### config.mk
export PLATFORM = sky130hd
export DESIGN_NAME = mips_multicycle_ctrl
export DESIGN_NICKNAME = d
export VERILOG_FILES = /design/src/rtl/mips_multicycle_ctrl.sv
export SDC_FILE = /design/constraint.sdc
export NUM_CORES = 1
export LEC_CHECK = 0
export ABC_AREA = 1
export CAP_MARGIN = 20
export CORE_MARGIN = 2
export CORE_UTILIZATION = 51
export CTS_CLUSTER_SIZE = 30
export DETAILED_ROUTE_END_ITERATION = 12
export GPL_ROUTABILITY_DRIVEN = 0
export GPL_TIMING_DRIVEN = 0
export PLACE_DENSITY = 0.78
export SLEW_MARGIN = 20
export SYNTH_ARGS = -nofsm -noshare
export SYNTH_HDL_FRONTEND = slang
export SYNTH_SLANG_ARGS = --single-unit
### constraint.sdc
create_clock -name clk -period 2.2 [get_ports clk]
set_clock_uncertainty 0.05 [all_clocks]
set_input_delay 0.66 -clock clk [delete_from_list [all_inputs] [get_ports clk]]
set_output_delay 0.66 -clock clk [all_outputs]
set_load 0.02 [all_outputs]
### src/rtl/mips_multicycle_ctrl.sv
// Multicycle MIPS main controller: sequences fetch/decode/execute per instruction,
// stalls on the memory ready handshake and traps on illegal opcodes or memory timeouts.
module mips_multicycle_ctrl #(
    parameter int unsigned OPCODE_W    = 6,
    parameter bit          BNE_EN      = 1'b1,
    parameter int unsigned MEM_TIMEOUT = 16,
    parameter int unsigned CNT_W       = 32
) (
    input  logic                clk,
    input  logic                rst,
    input  logic [OPCODE_W-1:0] opcode,
    input  logic                mem_ready,
    output logic                mem_req,
    output logic                mem_we,
    output logic                iord,
    output logic                ir_write,
    output logic                pc_write,
    output logic                pc_wr_cond,
    output logic                branch_ne,
    output logic [1:0]          pc_src,
    output logic                alu_src_a,
    output logic [1:0]          alu_src_b,
    output logic [1:0]          alu_op,
    output logic                reg_write,
    output logic                reg_dst,
    output logic                mem_to_reg,
    output logic                fault,
    output logic [1:0]          fault_code,
    output logic [CNT_W-1:0]    instr_count
);

    localparam int unsigned WAIT_W = (MEM_TIMEOUT > 1) ? $clog2(MEM_TIMEOUT) : 1;
    localparam logic [WAIT_W-1:0] TIMEOUT_LAST = WAIT_W'(MEM_TIMEOUT - 1);

    localparam logic [OPCODE_W-1:0] OP_R    = OPCODE_W'('h00);
    localparam logic [OPCODE_W-1:0] OP_J    = OPCODE_W'('h02);
    localparam logic [OPCODE_W-1:0] OP_BEQ  = OPCODE_W'('h04);
    localparam logic [OPCODE_W-1:0] OP_BNE  = OPCODE_W'('h05);
    localparam logic [OPCODE_W-1:0] OP_ADDI = OPCODE_W'('h08);
    localparam logic [OPCODE_W-1:0] OP_LW   = OPCODE_W'('h23);
    localparam logic [OPCODE_W-1:0] OP_SW   = OPCODE_W'('h2B);

    typedef enum logic [3:0] {
        S_RST, S_FETCH, S_DECODE, S_MEM_ADDR, S_MEM_RD, S_MEM_WB, S_MEM_WR,
        S_EXEC_R, S_R_WB, S_EXEC_I, S_I_WB, S_BRANCH, S_JUMP, S_TRAP
    } state_t;

    typedef struct packed {
        logic       mem_req;
        logic       mem_we;
        logic       iord;
        logic       pc_write;
        logic       pc_wr_cond;
        logic       branch_ne;
        logic [1:0] pc_src;
        logic       alu_src_a;
        logic [1:0] alu_src_b;
        logic [1:0] alu_op;
        logic       reg_write;
        logic       reg_dst;
        logic       mem_to_reg;
    } ctrl_t;

    state_t            r_state;
    ctrl_t             r_ctrl;
    logic [WAIT_W-1:0] r_wait;
    logic              r_fault;
    logic [1:0]        r_fault_code;
    logic [CNT_W-1:0]  r_count;

    state_t w_next;
    logic   w_wait;
    logic   w_timeout;
    logic   w_illegal;
    logic   w_retire;
    logic   w_fetch_ack;

    // Moore control word for a state; registered from the next state so it aligns with r_state.
    function automatic ctrl_t decode_ctrl(input state_t s, input logic is_bne);
        ctrl_t c;
        c = '0;
        case (s)
            S_FETCH:    begin c.mem_req = 1'b1; c.alu_src_b = 2'b01; end
            S_DECODE:   c.alu_src_b = 2'b11;
            S_MEM_ADDR: begin c.alu_src_a = 1'b1; c.alu_src_b = 2'b10; end
            S_MEM_RD:   begin c.mem_req = 1'b1; c.iord = 1'b1; end
            S_MEM_WB:   begin c.reg_write = 1'b1; c.mem_to_reg = 1'b1; end
            S_MEM_WR:   begin c.mem_req = 1'b1; c.mem_we = 1'b1; c.iord = 1'b1; end
            S_EXEC_R:   begin c.alu_src_a = 1'b1; c.alu_op = 2'b10; end
            S_R_WB:     begin c.reg_write = 1'b1; c.reg_dst = 1'b1; end
            S_EXEC_I:   begin c.alu_src_a = 1'b1; c.alu_src_b = 2'b10; end
            S_I_WB:     c.reg_write = 1'b1;
            S_BRANCH: begin
                c.alu_src_a  = 1'b1;
                c.alu_op     = 2'b01;
                c.pc_wr_cond = 1'b1;
                c.pc_src     = 2'b01;
                c.branch_ne  = is_bne;
            end
            S_JUMP:     begin c.pc_write = 1'b1; c.pc_src = 2'b10; end
            default:    ;
        endcase
        return c;
    endfunction

    always_comb begin
        w_next    = r_state;
        w_wait    = 1'b0;
        w_timeout = 1'b0;
        w_illegal = 1'b0;
        w_retire  = 1'b0;
        case (r_state)
            S_RST:   w_next = S_FETCH;
            S_FETCH: if (mem_ready) w_next = S_DECODE; else w_wait = 1'b1;
            S_DECODE: begin
                case (opcode)
                    OP_R:           w_next = S_EXEC_R;
                    OP_LW, OP_SW:   w_next = S_MEM_ADDR;
                    OP_BEQ:         w_next = S_BRANCH;
                    OP_ADDI:        w_next = S_EXEC_I;
                    OP_J:           w_next = S_JUMP;
                    OP_BNE: begin
                        if (BNE_EN) w_next = S_BRANCH;
                        else begin w_next = S_TRAP; w_illegal = 1'b1; end
                    end
                    default: begin w_next = S_TRAP; w_illegal = 1'b1; end
                endcase
            end
            S_MEM_ADDR: w_next = (opcode == OP_SW) ? S_MEM_WR : S_MEM_RD;
            S_MEM_RD:   if (mem_ready) w_next = S_MEM_WB; else w_wait = 1'b1;
            S_MEM_WR: begin
                if (mem_ready) begin w_next = S_FETCH; w_retire = 1'b1; end
                else w_wait = 1'b1;
            end
            S_EXEC_R: w_next = S_R_WB;
            S_EXEC_I: w_next = S_I_WB;
            S_MEM_WB, S_R_WB, S_I_WB, S_BRANCH, S_JUMP: begin
                w_next   = S_FETCH;
                w_retire = 1'b1;
            end
            S_TRAP:  w_next = S_TRAP;
            default: w_next = S_RST;
        endcase
        // A ready on the final allowed cycle is not a wait, so it completes instead of trapping.
        if (w_wait && (MEM_TIMEOUT != 0) && (r_wait == TIMEOUT_LAST)) begin
            w_next    = S_TRAP;
            w_timeout = 1'b1;
        end
    end

    always_ff @(posedge clk or posedge rst) begin
        if (rst) begin
            r_state      <= S_RST;
            r_ctrl       <= '0;
            r_wait       <= '0;
            r_fault      <= 1'b0;
            r_fault_code <= 2'b00;
            r_count      <= '0;
        end else begin
            r_state <= w_next;
            r_ctrl  <= decode_ctrl(w_next, opcode == OP_BNE);
            r_wait  <= w_wait ? r_wait + WAIT_W'(1) : '0;
            if (w_illegal) begin
                r_fault      <= 1'b1;
                r_fault_code <= 2'b01;
            end
            if (w_timeout) begin
                r_fault      <= 1'b1;
                r_fault_code <= 2'b10;
            end
            if (w_retire) r_count <= r_count + CNT_W'(1);
        end
    end

    // IR load and PC increment complete in the same cycle memory returns the instruction.
    assign w_fetch_ack = (r_state == S_FETCH) && mem_ready;
    assign ir_write    = w_fetch_ack;
    assign pc_write    = r_ctrl.pc_write | w_fetch_ack;

    assign mem_req     = r_ctrl.mem_req;
    assign mem_we      = r_ctrl.mem_we;
    assign iord        = r_ctrl.iord;
    assign pc_wr_cond  = r_ctrl.pc_wr_cond;
    assign branch_ne   = r_ctrl.branch_ne;
    assign pc_src      = r_ctrl.pc_src;
    assign alu_src_a   = r_ctrl.alu_src_a;
    assign alu_src_b   = r_ctrl.alu_src_b;
    assign alu_op      = r_ctrl.alu_op;
    assign reg_write   = r_ctrl.reg_write;
    assign reg_dst     = r_ctrl.reg_dst;
    assign mem_to_reg  = r_ctrl.mem_to_reg;
    assign fault       = r_fault;
    assign fault_code  = r_fault_code;
    assign instr_count = r_count;

endmodule

==> Yosys cells after proc, flatten, opt, wreduce, memory -nomap -nowiden <==
Index checks and enable logic that the tools add are counted.
{ "op_classes": {"n_addsub": 2, "n_reduce_logical": 16, "bitwise_logic": 1, "muxes": 31, "n_eq_ne": 32} }
{ "ops": {"columns": ["op", "count"], "rows": [
  ["$eq A4 B4 Y1 const B", 12],
  ["$pmux W4 S9", 1],
  ["$add A32 B1 Y32 const B", 1],
  ["$eq A4 B3 Y1 const B", 8],
  ["$mux W4", 5],
  ["$pmux W4 S5", 1],
  ["$eq A4 B2 Y1 const B", 4],
  ["$mux W1", 16],
  ["$eq A6 B3 Y1 const B", 2],
  ["$eq A6 B6 Y1 const B", 2],
  ["$reduce_or A3 Y1", 3],
  ["$eq A4 B1 Y1 const B", 2],
  ["$mux W2", 4],
  ["$pmux W2 S2", 2],
  ["$reduce_or A2 Y1", 4],
  ["$reduce_or A7 Y1", 1],
  ["$eq A6 B2 Y1 const B", 1],
  ["$eq A6 B4 Y1 const B", 1],
  ["$logic_not A6 Y1", 1],
  ["$pmux W2 S3", 1],
  ["$reduce_or A6 Y1", 1],
  ["$reduce_or A5 Y1", 1],
  ["$add A4 B1 Y4 const B", 1],
  ["$logic_not A4 Y1", 1],
  ["5 further kinds", 6]
]} }
{ "word_totals": {"elab_cells": 100, "register_bits": 59} }

==> Logic depth before layout (Yosys ltp) <==
Gate-level depths: netlist of run 1.
{ "depth": {"ltp_word": 8, "ltp_mapped": 13} }

==> Least setup slack after synthesis of run 1 <==
Ideal clock, no wire load.
{ "synth_timing": {"kind": "input port to output port", "startpoint": "input mem_ready", "endpoint": "output pc_write", "path_buffers": 0, "setup_slack_ns": 0.294, "path_stages": 3, "t_arrival_ns": 1.196, "required_ns": 1.490, "cell_sequence": "nand2_1 > inv_1 > or2_2"} }
{ "synth_between": {"elab_chain_cells": 2} }
{ "synth_rtl": {"columns": ["item", "line_no", "rtl"], "rows": [
  ["from (decl)", "12", "input logic mem_ready,"],
  ["$logic_and A1 B1 Y1", "176", "assign w_fetch_ack = (r_state == S_FETCH) && mem_ready;"],
  ["net ir_write", "16", "output logic ir_write,"],
  ["$or A1 B1 Y1", "178", "assign pc_write = r_ctrl.pc_write | w_fetch_ack;"],
  ["to (decl)", "17", "output logic pc_write,"]
]} }
The timed path passes the listed nets, and every way through them passes these cells.

==> Worst setup path in the final report of run 1 <==
{ "layout_timing": {"startpoint": "register r_count[25], in the netlist instr_count[25]", "endpoint": "output instr_count[25]"} }
{ "layout_rtl": {"columns": ["item", "line_no", "rtl"], "rows": [
  ["from (decl)", "69", "logic [CNT_W-1:0] r_count;"],
  ["from (signal assigned)", "171", "if (w_retire) r_count <= r_count + CNT_W'(1);"],
  ["to (decl)", "29", "output logic [CNT_W-1:0] instr_count"]
]} }
No word-level cell between the ends.

==> results.toml, run 1 <==
[status]
status = "complete, no violations"

[placed_design]
place.port_buffers = 60
placedCellCount = 512
dp_slack_ns = -0.682
dp_hpwl_um = 4960

[floorplanning]
io_pins = 61
die_w_um = 80.5
start_util_pct = 53.5
rows = 27
core-area_mm2 = 0.00557
die-area_mm2 = 0.00648
die_y_um = 80.5

[global_route]
grt_pass1_vias = 2552
grt_max_degree = 58
grt_use_total_pct = 23.1
grt_pass1_wl_um = 11500
globalRouteOverflowTotal = 0
antenna_found_initial = 0

[cts]
clock_sinks = 57
cts_hold_buf = 0
cts_buffer_depth = 2
numCtsBuffers = 9
root_buffer = "clkbuf_8"
clock_latency_ns = 0.33
htree_levels = 3
cts_tree = "done"
path_clk_slew_ns = 0.06

[power]
leakage_nw = 1.86
vdd_drop_max_mv = 0.461
power_density_mw_per_mm2 = 488

[timing]
drv_slew = 0
min_period_ns = 2.15
max_freq_mhz = 465
setup_slack_ns = 0.0513
finalHoldViolations = 0
setup_violations = 0
tightest_slew_ns = 0.676
fin_crit_sh_pct = 97.7
maxSlewHeadroom_pct = 55.0

[synth]
ys_ff_latch = 57
synth_mux_area_share_pct = 0
synth_fa_ha_area_share_pct = 0.839
synth.distinct_cells = 25
mappedNetlistArea_mm2 = 0.00298
synth_nets = 391
yosysWarnings = 0
synth_seq_area_share_pct = 47.8
synth_compound_area_share_pct = 2.22
synth_top_family_by_area = "simple AND/OR/NAND/NOR gates"
yosys.area_share.xor_xnor_pct = 8.22
synthCells = 380
synthSimpleGateAreaFrac_pct = 33.4
postSynthAreaPerCell_um2 = 7.85

[cells_and_area]
stdcell_count = 531
multi_input_comb_area_mm2 = 0.00137
largest_reg_flops = 32
nFillCells = 453
final_layout_size_suffix_gt1_share_pct = 14.2
regArea_mm2 = 0.00143
synthToLayoutAreaGrowth_pct = 31.9
fin_util_pct = 70.6
fin_nets = 469
n_antenna_cell = 0

[routing]
drt-vias-per-instance = 5.13
wl_met1_um = 3250
dr.pass1.iters = 5
dr_total_vias = 2726
drc_errors = 0
drt_iter0_drc = 231
routed_wl_um = 6960
dr.max_layer_used = "met4"
routedWlPerCell_um = 13.1
ant_nets = 0
wl_met3_um = 349
dr_wl_met2_um = 3230

[worst_setup_path]
start_kind = "register"
reg2reg_depth = 12
worst_ep_required_time_ns = 1.49
cp.depth = 1
critPathCaptureType = "output port"
critPathBufInv = 1
crit_path_top_delay_cell = "clkdlybuf4s50_1"
crit_start = "instr_count[25]"
cp.arrival_ns = 1.44
cpLargestDelayFamily = "buffers and inverters"
crit-reg2reg-launch = "r_state[3]"
slowest_delay_ns = 0.65
path_max_fanout = 7
path_cells = "clkdlybuf4s50_1"
critPathKind = "register to output port"

[hold_path]
hp-class = "register to register"
hold_start = "r_wait[0]"
hold_depth = 1

[flow_run]
cap_viol_max_count = 0
[cells by family after synthesis]
| kind of cell | count (synthesis) |
|---|---|
| adders and majority gates | 2 |
| xor gates and xnor gates | 28 |
| and+or+nand+nor | 229 |
| DFF | 57 |
| buffers and inverters | 52 |
| AOI/OAI and AO/OA | 12 |
[synthesized netlist by cell type]
cell type / instances / area [um2]
and3_1: 2 / 12.5
nand3_1: 20 / 100
a21oi_1: 2 / 10.0
nor3_1: 11 / 55.1
or2_2: 1 / 6.26
nand2_1: 97 / 364
nor2_1: 67 / 251
o211ai_1: 1 / 7.51
inv_1: 39 / 146
o21ai_0: 6 / 30.0
buf_2: 2 / 10.0
inv_2: 4 / 15.0
nor2_4: 1 / 11.3
buf_4: 7 / 52.6
xor2_1: 13 / 114
o21ai_1: 2 / 10.0
nand3_2: 2 / 20.0
nand3b_1: 1 / 7.51
o221ai_1: 1 / 8.76
nand4_1: 15 / 93.8
nand2_2: 6 / 37.5
nor2_2: 6 / 37.5
xnor2_1: 15 / 131
ha_1: 2 / 25.0
dfrtp_1: 57 / 1430
[routing by layer]
metal	vias to the layer above	track usage (%)
met5	-	0
met4	0	9.83
met3	10	3.37
met2	100	35.4
met1	1276	32.7
li1	1340	-
[where the power goes]
group / internal (W) / switching, W
clock: 0.000442 / 0.000375
sequential: 0.00105 / 0
combinational: 0.0000170 / 0.0000373
total: 0.00151 / 0.000412
[repair_timing]
action,CTS,global route
hold endpoints to repair,0,0
gates cloned,0,0
pin swaps,1,3
buffers inserted,4,3
resized for setup,18,15
setup endpoints to repair,4,6
[path summary, 6_finish.rpt]
check / endpoint / slack [ns]
setup reg to reg: alu_src_a / 0.25
setup / recovery: instr_count[25] / 0.05
hold / removal: r_wait[0] / 0.40
max in group asynchronous: r_state[1] / 0.88
hold reg to reg: r_wait[0] / 0.40
min in group asynchronous: instr_count[9] / 0.74
[placed cells by master (no fill, tap or decap), types with 2 or more instances in the layout]
cell type	synthesis	layout
nand2_1	97	92
nor2_1	67	63
dfrtp_1	57	55
clkdlybuf4s50_1	0	54
inv_1	39	37
nand3_1	20	19
nand4_1	15	15
xnor2_1	15	15
xor2_1	13	13
buf_4	7	13
nor3_1	11	11
clkbuf_8	0	11
nand2_2	6	10
nor2_2	6	9
o21ai_0	6	6
inv_2	4	5
nand3_2	2	3
buf_2	2	3
dlymetal6s2s_1	0	3
buf_6	0	2
nor2_4	1	2
and3_1	2	2
a21oi_1	2	2
o21ai_1	2	2
ha_1	2	2
dfrtp_2	0	2
[layout make-up]
class	count	area share, %
sequential	57	36.3
timing repair buffer	67	16.7
inverter	43	4.16
tap	72	2.29
multi-input combinational	271	34.9
buffer	9	1.68
clock inverter	1	0.127
clock buffer	11	3.84
[per-stage QoR]
stage	cell area, um2	setup TNS (ns)	power (W)	hold WS (ns)
6_report	3940	0	0.00192	0.403
5_1_grt	3940	-0.00363	0.00199	0.446
4_1_cts	3880	0	0.00193	0.408
3_5_place_dp	3680	-4.26	0.00112	0.400
3_3_place_gp	3670	-52.88	0.00112	0.397
2_1_floorplan	2980	0	0.00109	0.381
No activity file was read; power rests on OpenSTA's default activity.
==> inputs of run 2 (changes only) <==
- CAP_MARGIN: 20 -> default
- CORE_ASPECT_RATIO: default -> 1.1
- MAX_ROUTING_LAYER: default -> met4
==> results.toml, run 2 (synthesis gave the netlist of run 1 again) <==
[status]
status = "complete, no violations"

[worst_setup_path]
critPathKind = "register to output port"
crit_path_top_delay_cell = "clkdlybuf4s50_1"
cpLargestDelayFamily = "buffers and inverters"
critPathCaptureType = "output port"
cp.depth = 1
rrSetupSlack_ns = 0.18
cp.arrival_ns = 1.44
reg2reg_depth = 12
path_cells = "clkdlybuf4s50_1"
endpoint = "instr_count[16]"
critPathBufInv = 1
crit_start = "instr_count[16]"
worst_ep_required_time_ns = 1.49
path_max_fanout = 5
start_kind = "register"
rr_endpoint = "alu_src_b[1]"
crit-reg2reg-launch = "r_state[0]"
slowest_delay_ns = 0.66

[global_route]
grt_pass1_wl_um = 11200
grt_use_total_pct = 22.7
grt_max_degree = 58
antenna_found_initial = 0
grt_pass1_vias = 2501
globalRouteOverflowTotal = 0

[flow_run]
cap_viol_max_count = 0

[cts]
root_buffer = "clkbuf_8"
htree_levels = 3
cts_buffer_depth = 2
numCtsBuffers = 9
clock_latency_ns = 0.34
cts_tree = "done"
clock_sinks = 57
path_clk_slew_ns = 0.06

[power]
power_frac_comb_pct = 2.5
p_int_w = 0.00168
power_density_mw_per_mm2 = 531
power.share.clock_pct = 48.2
power_switching_w = 0.000444
leakage_nw = 1.92
sequentialPowerShare_pct = 49.3
power.share.switching_pct = 20.9
vdd_drop_max_mv = 0.442

[timing]
maxSlewHeadroom_pct = 54.1
fin_crit_sh_pct = 97.9
setup_violations = 0
finalHoldViolations = 0
tightest_slew_ns = 0.688
max_freq_mhz = 464
finalSetupTns_ns = 0
min_period_ns = 2.15
drv_slew = 0

[hold_path]
hp-class = "register to register"
hold_depth = 2

[routing]
drt_iter0_drc = 159
ant_nets = 0
drt-vias-per-instance = 5.03
drc_errors = 0
dr_total_vias = 2739
routedWlPerCell_um = 12.8
dr.pass1.iters = 4
routed_wl_um = 6990

[cells_and_area]
final_layout_size_suffix_gt1_share_pct = 13.9
mostFrequentLayoutCells = "95 x nand2_1, 65 x nor2_1, 55 x dfrtp_1"
fin_area_mm2 = 0.00400
final_common_cell = "nand2_1"
largest_reg_flops = 32
synthToLayoutAreaGrowth_pct = 34.2
fin_util_pct = 70.3
fin_nets = 473
n_antenna_cell = 0

[placed_design]
place.port_buffers = 60
postPlaceCellArea_mm2 = 0.00368
dp_hpwl_um = 4880

[floorplanning]
die_w_um = 76.9
rows = 29
io_pins = 61
core-area_mm2 = 0.00570
die-area_mm2 = 0.00648
start_util_pct = 52.4
die_y_um = 84.2
run 2: worst min-delay path by stage:
stage	from	endpoint
floorplan	r_wait[0]	r_wait[0]
global placement	r_wait[0]	r_wait[0]
detailed placement	r_wait[0]	r_wait[0]
CTS	fault_code[1]	fault_code[1]
global route	r_wait[0]	r_wait[0]
finish	fault	fault
run 2: final cells by class:
class	instances	area, um2
Fill cell	485	1690
Sequential cell	57	1430
Multi-Input combinational cell	271	1360
Timing Repair Buffer	72	696
Clock buffer	14	173
Inverter	43	164
Tap cell	77	96.3
Buffer	8	55.1
Clock inverter	2	35.0
run 2: power groups by stage:
stage / Sequential, W / Clock [W] / Combinational [W]
5_1_grt: 0.00105 / 0.00109 / 0.0000607
2_1_floorplan: 0.00107 / 0 / 0.0000261
4_1_cts: 0.00105 / 0.00104 / 0.0000540
6_report: 0.00105 / 0.00102 / 0.0000528
3_3_place_gp: 0.00107 / 0 / 0.0000512
3_5_place_dp: 0.00107 / 0 / 0.0000538
run 2: metal layers:
| metal | global-route usage (%) | wire, um | up-vias |
|---|---|---|---|
| met5 | - | 0 | - |
| met4 | 9.59 | 129 | 0 |
| met3 | 5.38 | 339 | 13 |
| met2 | 39.2 | 3630 | 82 |
| met1 | 25.0 | 2890 | 1285 |
| li1 | - | - | 1359 |
run 2: what timing repair did:
action                     4_1_cts  5_1_grt
setup buffers                    4        8
gates resized for setup         20        7
hold endpoints to repair         0        0
gates cloned                     0        0
hold buffers                     0        0
pin swaps                        1        1
setup endpoints to repair        3        5
run 2: per-stage QoR:
step                      setup WS (ns)  power (W)  cells  hold WS, ns
after global placement           -0.913    0.00112    517        0.398
after detailed placement         -0.689    0.00112    517        0.406
final                            0.0451    0.00212    544        0.429
after CTS                       0.00658    0.00214    537        0.440
after floorplan                  0.0904    0.00109    380        0.381
after global routing           -0.00441    0.00220    544        0.450
